### config.mk
export PLATFORM = sky130hd
export DESIGN_NAME = imem_dmem_bus_arbiter
export DESIGN_NICKNAME = d
export VERILOG_FILES = /design/src/rtl/imem_dmem_bus_arbiter_pkg.sv /design/src/rtl/imem_dmem_bus_arbiter_wait_timer.sv /design/src/rtl/imem_dmem_bus_arbiter.sv
export SDC_FILE = /design/constraint.sdc
export NUM_CORES = 1
export LEC_CHECK = 0
export CORE_MARGIN = 2
export CORE_UTILIZATION = 37
export DETAILED_ROUTE_END_ITERATION = 12
export PLACE_DENSITY = 0.74
export RECOVER_POWER = 100
export REMOVE_ABC_BUFFERS = 1
export SYNTH_ARGS = -nofsm -noshare
export SYNTH_HDL_FRONTEND = slang
export SYNTH_SLANG_ARGS = --single-unit
export TNS_END_PERCENT = 100
### constraint.sdc
create_clock -name CLK -period 1.9 [get_ports CLK]
set_input_delay 0.19 -clock CLK [delete_from_list [all_inputs] [get_ports CLK]]
set_output_delay 0.19 -clock CLK [all_outputs]
set_load 0.02 [all_outputs]
### src/rtl/imem_dmem_bus_arbiter_pkg.sv
// Shared types and helpers for the instruction/data memory bus arbiter.
package imem_dmem_bus_arbiter_pkg;

  // Bus ownership state: idle, fetch transaction, data transaction.
  typedef enum logic [1:0] {
    StIdle = 2'b00,
    StIbus = 2'b01,
    StDbus = 2'b10
  } arb_state_e;

  // Width of the data-streak counter (MAX_DSTREAK is at most 15).
  localparam int unsigned StreakW = 4;
  // Width of the wait timer (TIMEOUT is at most 255).
  localparam int unsigned TimerW  = 8;

  // Saturating increment for the data-streak counter.
  function automatic logic [StreakW-1:0] streak_inc(input logic [StreakW-1:0] v);
    return (&v) ? v : v + 1'b1;
  endfunction

endpackage

### src/rtl/imem_dmem_bus_arbiter_wait_timer.sv
// Loadable down-counter; expired is high while the count sits at zero.
module imem_dmem_bus_arbiter_wait_timer #(
  parameter int unsigned W = 8
) (
  input  logic         CLK,
  input  logic         RESN,
  input  logic         load,
  input  logic [W-1:0] load_val,
  input  logic         en,
  output logic         expired
);

  logic [W-1:0] count_q;

  // Count register: load takes priority, then count down to zero and hold.
  always_ff @(posedge CLK or negedge RESN) begin
    if (!RESN) begin
      count_q <= '0;
    end else if (load) begin
      count_q <= load_val;
    end else if (en && (count_q != '0)) begin
      count_q <= count_q - 1'b1;
    end
  end

  assign expired = (count_q == '0);

endmodule

### src/rtl/imem_dmem_bus_arbiter.sv
// Shares one single-ported memory bus between instruction fetch and the load/store unit.
// One transaction outstanding at a time; data wins unless fetch has waited through
// MAX_DSTREAK consecutive data grants. A flush discards an in-flight fetch result.
module imem_dmem_bus_arbiter
  import imem_dmem_bus_arbiter_pkg::*;
#(
  parameter int unsigned ADDR_W      = 32,
  parameter int unsigned DATA_W      = 32,
  parameter int unsigned MAX_DSTREAK = 4,
  parameter int unsigned TIMEOUT     = 64
) (
  input  logic                CLK,
  input  logic                RESN,
  // fetch port
  input  logic                i_req,
  input  logic [ADDR_W-1:0]   i_addr,
  output logic [DATA_W-1:0]   i_rdata,
  output logic                i_ack,
  input  logic                flush,
  // data port
  input  logic                d_req,
  input  logic                d_we,
  input  logic [DATA_W/8-1:0] d_be,
  input  logic [ADDR_W-1:0]   d_addr,
  input  logic [DATA_W-1:0]   d_wdata,
  output logic [DATA_W-1:0]   d_rdata,
  output logic                d_ack,
  // memory bus
  output logic                mem_req,
  output logic                mem_we,
  output logic [DATA_W/8-1:0] mem_be,
  output logic [ADDR_W-1:0]   mem_addr,
  output logic [DATA_W-1:0]   mem_wdata,
  input  logic [DATA_W-1:0]   mem_rdata,
  input  logic                mem_ready,
  // status
  output logic                HLT,
  output logic                bus_err
);

  localparam int unsigned         BeW         = DATA_W / 8;
  localparam logic [StreakW-1:0]  MaxStreak   = StreakW'(MAX_DSTREAK);
  // Loaded at grant so the timer reaches zero in the TIMEOUT-th cycle of mem_req.
  localparam logic [TimerW-1:0]   TimeoutLoad = TimerW'(TIMEOUT - 1);

  arb_state_e          state_q, state_d;
  logic [StreakW-1:0]  dstreak_q;
  logic                drop_q;
  logic                mem_req_q, mem_we_q;
  logic [BeW-1:0]      mem_be_q;
  logic [ADDR_W-1:0]   mem_addr_q;
  logic [DATA_W-1:0]   mem_wdata_q;
  logic                i_ack_q, d_ack_q, bus_err_q;
  logic [DATA_W-1:0]   i_rdata_q, d_rdata_q;

  logic                idle_ok, grant_d, grant_i, bus_active;
  logic                timer_expired, timeout, finish, drop_now;
  logic [DATA_W-1:0]   fin_rdata;

  // Grants only from a true idle cycle: never in the cycle an ack is being shown.
  assign idle_ok    = (state_q == StIdle) && !i_ack_q && !d_ack_q;
  assign grant_d    = idle_ok && d_req && ((dstreak_q < MaxStreak) || !i_req);
  assign grant_i    = idle_ok && !grant_d && i_req && !flush;
  assign bus_active = (state_q != StIdle);
  assign timeout    = bus_active && !mem_ready && timer_expired;
  assign finish     = (bus_active && mem_ready) || timeout;
  // A flush arriving together with completion still discards the fetch.
  assign drop_now   = drop_q || ((state_q == StIbus) && flush);
  assign fin_rdata  = mem_ready ? mem_rdata : '0;

  imem_dmem_bus_arbiter_wait_timer #(
    .W (TimerW)
  ) u_wait_timer (
    .CLK      (CLK),
    .RESN     (RESN),
    .load     (grant_d || grant_i),
    .load_val (TimeoutLoad),
    .en       (bus_active),
    .expired  (timer_expired)
  );

  // FSM state register.
  always_ff @(posedge CLK or negedge RESN) begin
    if (!RESN) begin
      state_q <= StIdle;
    end else begin
      state_q <= state_d;
    end
  end

  // FSM next state: idle grants a bus owner, a bus state ends on ready or timeout.
  always_comb begin
    state_d = state_q;
    unique case (state_q)
      StIdle: begin
        if (grant_d) begin
          state_d = StDbus;
        end else if (grant_i) begin
          state_d = StIbus;
        end
      end
      StIbus, StDbus: begin
        if (finish) begin
          state_d = StIdle;
        end
      end
      default: state_d = StIdle;
    endcase
  end

  // Bus command, completion handshake, streak counter and sticky error.
  always_ff @(posedge CLK or negedge RESN) begin
    if (!RESN) begin
      mem_req_q   <= 1'b0;
      mem_we_q    <= 1'b0;
      mem_be_q    <= '0;
      mem_addr_q  <= '0;
      mem_wdata_q <= '0;
      i_ack_q     <= 1'b0;
      d_ack_q     <= 1'b0;
      i_rdata_q   <= '0;
      d_rdata_q   <= '0;
      bus_err_q   <= 1'b0;
      dstreak_q   <= '0;
      drop_q      <= 1'b0;
    end else begin
      i_ack_q <= 1'b0;
      d_ack_q <= 1'b0;
      if (grant_d) begin
        mem_req_q   <= 1'b1;
        mem_we_q    <= d_we;
        mem_be_q    <= d_be;
        mem_addr_q  <= d_addr;
        mem_wdata_q <= d_wdata;
        if (i_req) begin
          dstreak_q <= streak_inc(dstreak_q);
        end
      end else if (grant_i) begin
        mem_req_q   <= 1'b1;
        mem_we_q    <= 1'b0;
        mem_be_q    <= '1;
        mem_addr_q  <= i_addr;
        mem_wdata_q <= '0;
        dstreak_q   <= '0;
      end else if (finish) begin
        mem_req_q <= 1'b0;
        drop_q    <= 1'b0;
        if (timeout) begin
          bus_err_q <= 1'b1;
        end
        if (state_q == StDbus) begin
          d_ack_q   <= 1'b1;
          d_rdata_q <= fin_rdata;
        end else if (!drop_now) begin
          i_ack_q   <= 1'b1;
          i_rdata_q <= fin_rdata;
        end
      end else if ((state_q == StIbus) && flush) begin
        drop_q <= 1'b1;
      end
    end
  end

  assign mem_req   = mem_req_q;
  assign mem_we    = mem_we_q;
  assign mem_be    = mem_be_q;
  assign mem_addr  = mem_addr_q;
  assign mem_wdata = mem_wdata_q;
  assign i_ack     = i_ack_q;
  assign d_ack     = d_ack_q;
  assign i_rdata   = i_rdata_q;
  assign d_rdata   = d_rdata_q;
  assign bus_err   = bus_err_q;
  assign HLT       = (i_req && !i_ack_q) || (d_req && !d_ack_q);

endmodule

* After elaboration in Yosys (flattened, before gate mapping) *
Index checks and enable logic that the tools add are counted.

cells by class
  add/subtract/negate cells = 2
  order comparisons = 1
  equality and inequality tests = 6
  mux-type cells = 33
  bitwise operators = 4
  reduce and logical (&&, ||, !) cells = 41

operators by type and width
  cell                                                                   count
  32-bit two-way mux                                                     5
  4-bit two-way mux                                                      6
  1-bit two-way mux                                                      16
  8-bit two-way mux                                                      2
  1-bit logical AND                                                      14
  4-bit AND reduction                                                    3
  8-bit logical NOT                                                      1
  2-bit nonzero test                                                     4
  8-bit nonzero test                                                     1
  8-bit by 1-bit subtractor with 8-bit output, second input constant     1
  1-bit logical NOT                                                      6
  2-bit two-way mux                                                      3
  2-bit inequality test, second input constant                           3
  3-bit AND reduction                                                    2
  1-bit logical OR                                                       5
  5-bit AND reduction                                                    1
  4-bit by 1-bit adder with 4-bit output, second input constant          1
  4-bit by 3-bit < comparator with 1-bit output, second input constant   1
  1-bit inverter                                                         4
  2-bit one-hot mux with 2 select lines                                  1
  3-bit inequality test, second input constant                           1
  3-bit nonzero test                                                     1
  2-bit by 1-bit equality test with 1-bit output, second input constant  1
  2-bit equality test, second input constant                             1
  3 further kinds                                                        3

storage, ports and cells
  bits in registers = 152
  input bits = 139
  output and inout bits = 138
  logic and storage cells = 101

* Longest topological paths before layout *
  depth after elaboration = 12
  depth in mapped cells = 8
  depth with buffers taken out = 6

* Hierarchy *
From an unflattened synthesis, not the netlist that was laid out.

unflattened totals
  cells, all modules = 569
  area, all modules = 6,755.2 sq um

modules (own cells, without submodules)
  module                            instances  cells each  area each (sq um)  sequential area each (sq um)
  imem_dmem_bus_arbiter             1          501         6,179.7            3,603.5
  imem_dmem_bus_arbiter_wait_timer  1          68          575.6              200.2

* Worst setup path after synthesis *
Ideal clock, no wire load.

  path type = reg2reg
  from = register u_wait_timer.count_q[0]
  to = register d_rdata_q[22], in the netlist d_rdata[22]
  library setup time = 121 ps
  arrival = 1,894 ps
  required time = 1,779 ps
  path slack = -115 ps
  stages on the path, launching flop included = 9
  path buffers = 2
  clock period less this slack = 2,015 ps
  path through = dfrtp_1 -> inv_1 -> ha_1 -> nor3b_2 -> a21oi_2 -> or3b_1 -> buf_6 -> buf_8 -> a22o_1

on the way
  longest elaborated chain between the ends = 4

RTL lines
  what                                  line                                    source
  start: declaration                    imem_dmem_bus_arbiter_wait_timer.sv:13  logic [W-1:0] count_q;
  start signal: assignment              imem_dmem_bus_arbiter_wait_timer.sv:20  count_q <= load_val;
  start signal: assignment              imem_dmem_bus_arbiter_wait_timer.sv:22  count_q <= count_q - 1'b1;
  8-bit logical NOT                     imem_dmem_bus_arbiter_wait_timer.sv:26  assign expired = (count_q == '0);
  1-bit logical AND                     imem_dmem_bus_arbiter.sv:65             assign timeout = bus_active && !mem_ready && timer_expired;
  1-bit logical OR                      imem_dmem_bus_arbiter.sv:66             assign finish = (bus_active && mem_ready) || timeout;
  4-bit AND reduction (no source line)  n/a
  end signal: assignment                imem_dmem_bus_arbiter.sv:153            d_rdata_q <= fin_rdata;
  end: declaration                      imem_dmem_bus_arbiter.sv:54             logic [DATA_W-1:0] i_rdata_q, d_rdata_q;

No other way between the ends.
A chain may end at the register's enable or synchronous reset.

* Worst setup path in the final report *
  from = register u_wait_timer.count_q[0]
  to = register d_rdata_q[10], in the netlist d_rdata[10]

The elaborated chain is that of the path after synthesis.

==> summary.md <==
| Metric | Value |
|---|---|
| Netlist cell types | 43 |
| Critical path type | reg -> reg |
| Share of cells above drive strength 1 | 14.7% |
| Worst R2R Start | u_wait_timer.count_q[0] |
| Via count | 5583 |
| GRT Total Usage | 22.9% |
| CP Capture Type | flop |
| Post-placement cell count | 989 |
| GRT overflow | 0 |
| Maxcap violations | 0 |
| Fin util | 65.2% |
| Wire length per cell | 19.9 microns |
| Fin nets | 963 |
| Core box area | 15900 sq um |
| Mapped Cells | 506 |
| Post-Layout Inst Area | 10400 sq um |
| WP data arrival | 2.27 ns |
| Critical Path Start | u_wait_timer.count_q[0] |
| Post-detail-place hpwl | 13.1 mm |
| Crit Path Max Fanout | 8 |
| Antenna diodes | 0 |
| Yosys warns | 0 |
| FF-to-FF path depth | 7 |
| Post-DRT Antenna Nets | 0 |
| Initial Utilization | 37.9% |
| Reg clk slew, reported paths | 0.07 ns |
| Slew Limit Headroom | 47.5% |
| GPL Wtd Cong | 0.850 |
| Die footprint | 17300 sq um |
| Final min period | 1.96 ns |
| CTS sink cnt | 152 |
| Fill cell total of the finished layout | 1203 |
| Area grow syn2layout | 72.0% |
| Clock latency at the later pin of the worst-skew pair | 0.42 ns |
| Seq/Total Area, Yosys | 63.2% |
| Hold Path Stages | 3 |
| Max Freq | 511 MHz |
| Post-Syn Area | 6020 sq um |
| Core Rows | 46 |
| Hold Path Class | in -> reg |
| Initial DRC count | 281 |
| Avg Inst Size Synth | 11.9 sq um |
| CTS Buf Count | 17 |
| Die W | 132 microns |
| Clock Skews | 0.00807 ns |
| Cell area after placement | 9220 sq um |
| Fin cells | 1047 |
| Power per cell area | 1840 nW/um^2 |
| DIE HEIGHT | 132 microns |
| Drt pass-1 iters | 5 |
| Register bit total from synthesis | 152 |
| Status | finished, violations left |
| CTS root buffer | clkbuf_16 |
| Residual DRC count | 0 |
| Final Hold Violating Endpoints | 0 |
| Pre-CTS WS | -0.105 ns |
| Critical path startpoint category | flop |
| CTS tree | built |
| Longest Clk Path Bufs | 2 |
| Final Cycle Share | 103% |
| Drt total wl | 20.8 mm |
| Final setup margin | -0.0566 ns |
| Slew @ Worst Pin | 0.787 ns |
| Static leakage | 4.59 nW |
| IO Pins | 277 |
| Initial antenna violation count | 0 |
| Critical path required time | 2.22 ns |
| H-tree levels | 4 |
| Vias/cell | 5.33 |
| Final setup violation count | 41 |
| Vias in the first global route | 5650 |
| VDD IR max | 855 uV |
| Largest net degree at the start of global routing | 59 |
| Hold Startpoint | d_addr[25] |
| Failing checks | negative setup slack |
| Global-route wire length before repair | 31.1 mm |
| RSZ-0062 raised after global routing | true |
| Port buffer count | 276 |
| Pins over their slew limit | 0 |
## layout by cell type (no fill, tap or decap), types with 4 or more instances in the layout
cell,count
dlygate4sd3_1,137
clkinvlp_4,4
clkbuf_16,24
buf_16,5
nor2_4,4
a21oi_1,8
a22o_1,97
inv_6,5
nand2b_1,5
nor2_1,30
inv_2,6
nand2_1,66
o211ai_1,4
nor2_2,7
nor3_1,5
a31oi_1,33
dfrtp_1,152
buf_12,7
buf_4,27
clkdlybuf4s50_1,138
o22a_1,4
## through the flow
stage	hold slack, ns	setup TNS, ns	power (mW)
global route	0.318	-7.16	20.1
finish	0.328	-0.880	19.1
floorplan	-0.106	-145.27	10.1
global placement	0.0929	-0.787	14.4
CTS	0.207	-0.00709	18.9
detailed placement	0.0967	-4.18	14.7
## timing repair
item | in CTS | in global routing
pin swaps | 19 | 20
endpoints found under the hold margin | 68 | 0
hold buffers | 1 | 0
resized for setup | 22 | 26
cloned | 5 | 7
setup buffers | 4 | 10
setup endpoints to repair | 134 | 76
## flip-flops by register name, summed over array words and instances, names as in the netlist
| signal | flops |
|---|---|
| i_rdata | 32 |
| d_ack | 1 |
| mem_addr | 32 |
| mem_req | 1 |
| drop_q | 1 |
| mem_be | 4 |
| state_q | 2 |
| dstreak_q | 4 |
| bus_err | 1 |
| mem_wdata | 32 |
| mem_we | 1 |
| d_rdata | 32 |
| u_wait_timer.count_q | 8 |
| i_ack | 1 |
## Yosys cell counts
cell type	instances	area share, %
and2_1	3	0.31
o21a_1	1	0.12
or3b_1	2	0.29
a31oi_1	35	3.6
inv_1	7	0.44
nor3_1	5	0.42
a21oi_1	8	0.67
ha_1	6	1.2
a31o_2	1	0.15
nand2_1	66	4.1
o21ai_0	3	0.25
a22o_1	97	14
nand2b_1	5	0.52
clkbuf_1	27	1.7
or2_1	1	0.10
buf_8	3	0.75
buf_4	1	0.12
a21oi_2	1	0.15
inv_2	2	0.12
and4bb_2	1	0.21
dfrtp_1	152	63
and3b_1	1	0.15
a2bb2oi_1	1	0.15
nor4_1	1	0.10
nor4_4	1	0.35
o21ai_1	1	0.083
a211oi_1	2	0.25
xnor2_1	1	0.15
a32o_1	1	0.17
o2bb2ai_1	1	0.15
buf_2	2	0.17
mux2i_1	2	0.33
or4_1	1	0.12
or3_1	3	0.31
buf_1	5	0.31
a2111oi_0	1	0.15
nand4bb_1	1	0.19
o22a_1	4	0.58
buf_6	1	0.19
nand3_1	3	0.25
nor3b_2	1	0.21
o211ai_1	4	0.50
nor2_1	41	2.6
## report_power, final
part | switching, mW | internal [mW]
clock | 1.43 | 2.00
sequential | 0.846 | 4.69
combinational | 5.15 | 4.94
total | 7.43 | 11.6
## layout make-up
class | instances | area [sq um] | share of cell area, %
Clock inverter | 14 | 163 | 1.57
Tap cell | 216 | 270 | 2.61
Inverter | 9 | 33.8 | 0.326
Sequential cell | 152 | 3800 | 36.7
Timing Repair Buffer | 332 | 3500 | 33.8
Multi-Input combinational cell | 306 | 2140 | 20.7
Clock buffer | 18 | 439 | 4.24
## worst max-delay path, stage by stage (launching register included)
cell and delay, ns:
dfrtp_1 0.40, inv_2 0.10, ha_4 0.14, nor3b_4 0.20, a21oi_2 0.09, or3b_4 0.49
clkbuf_16 0.21, a22o_1 0.22
## metal layers
layer	up-vias	track usage, %	wire [microns]
li1	2489	-	-
met3	32	9.45	2140
met1	2763	27.7	8150
met5	-	0	0
met4	0	9.18	440
met2	299	36.4	10100
## kinds of logic after synthesis
family                   after synthesis  share of synthesized area (%)
adder cells (fa/ha/maj)                6                           1.25
AND/OR/NAND/NOR                      136                           10.2
AO/OA/AOI/OAI                        161                           21.1
XOR/XNOR                               1                          0.146
buffers and inverters                 48                           3.78
multiplexers                           2                          0.333
flip-flops                           152                           63.2
## worst paths after layout
path	end	slack, ns
worst max register to register	d_rdata[10]	-0.06
min in group asynchronous	d_rdata[12]	0.38
worst min register to register	bus_err	0.49
worst min-delay path	mem_addr[25]	0.33
max in group asynchronous	mem_addr[14]	0.27
worst max-delay path	d_rdata[10]	-0.06
Note: power is estimated with default switching activity, not from simulation.
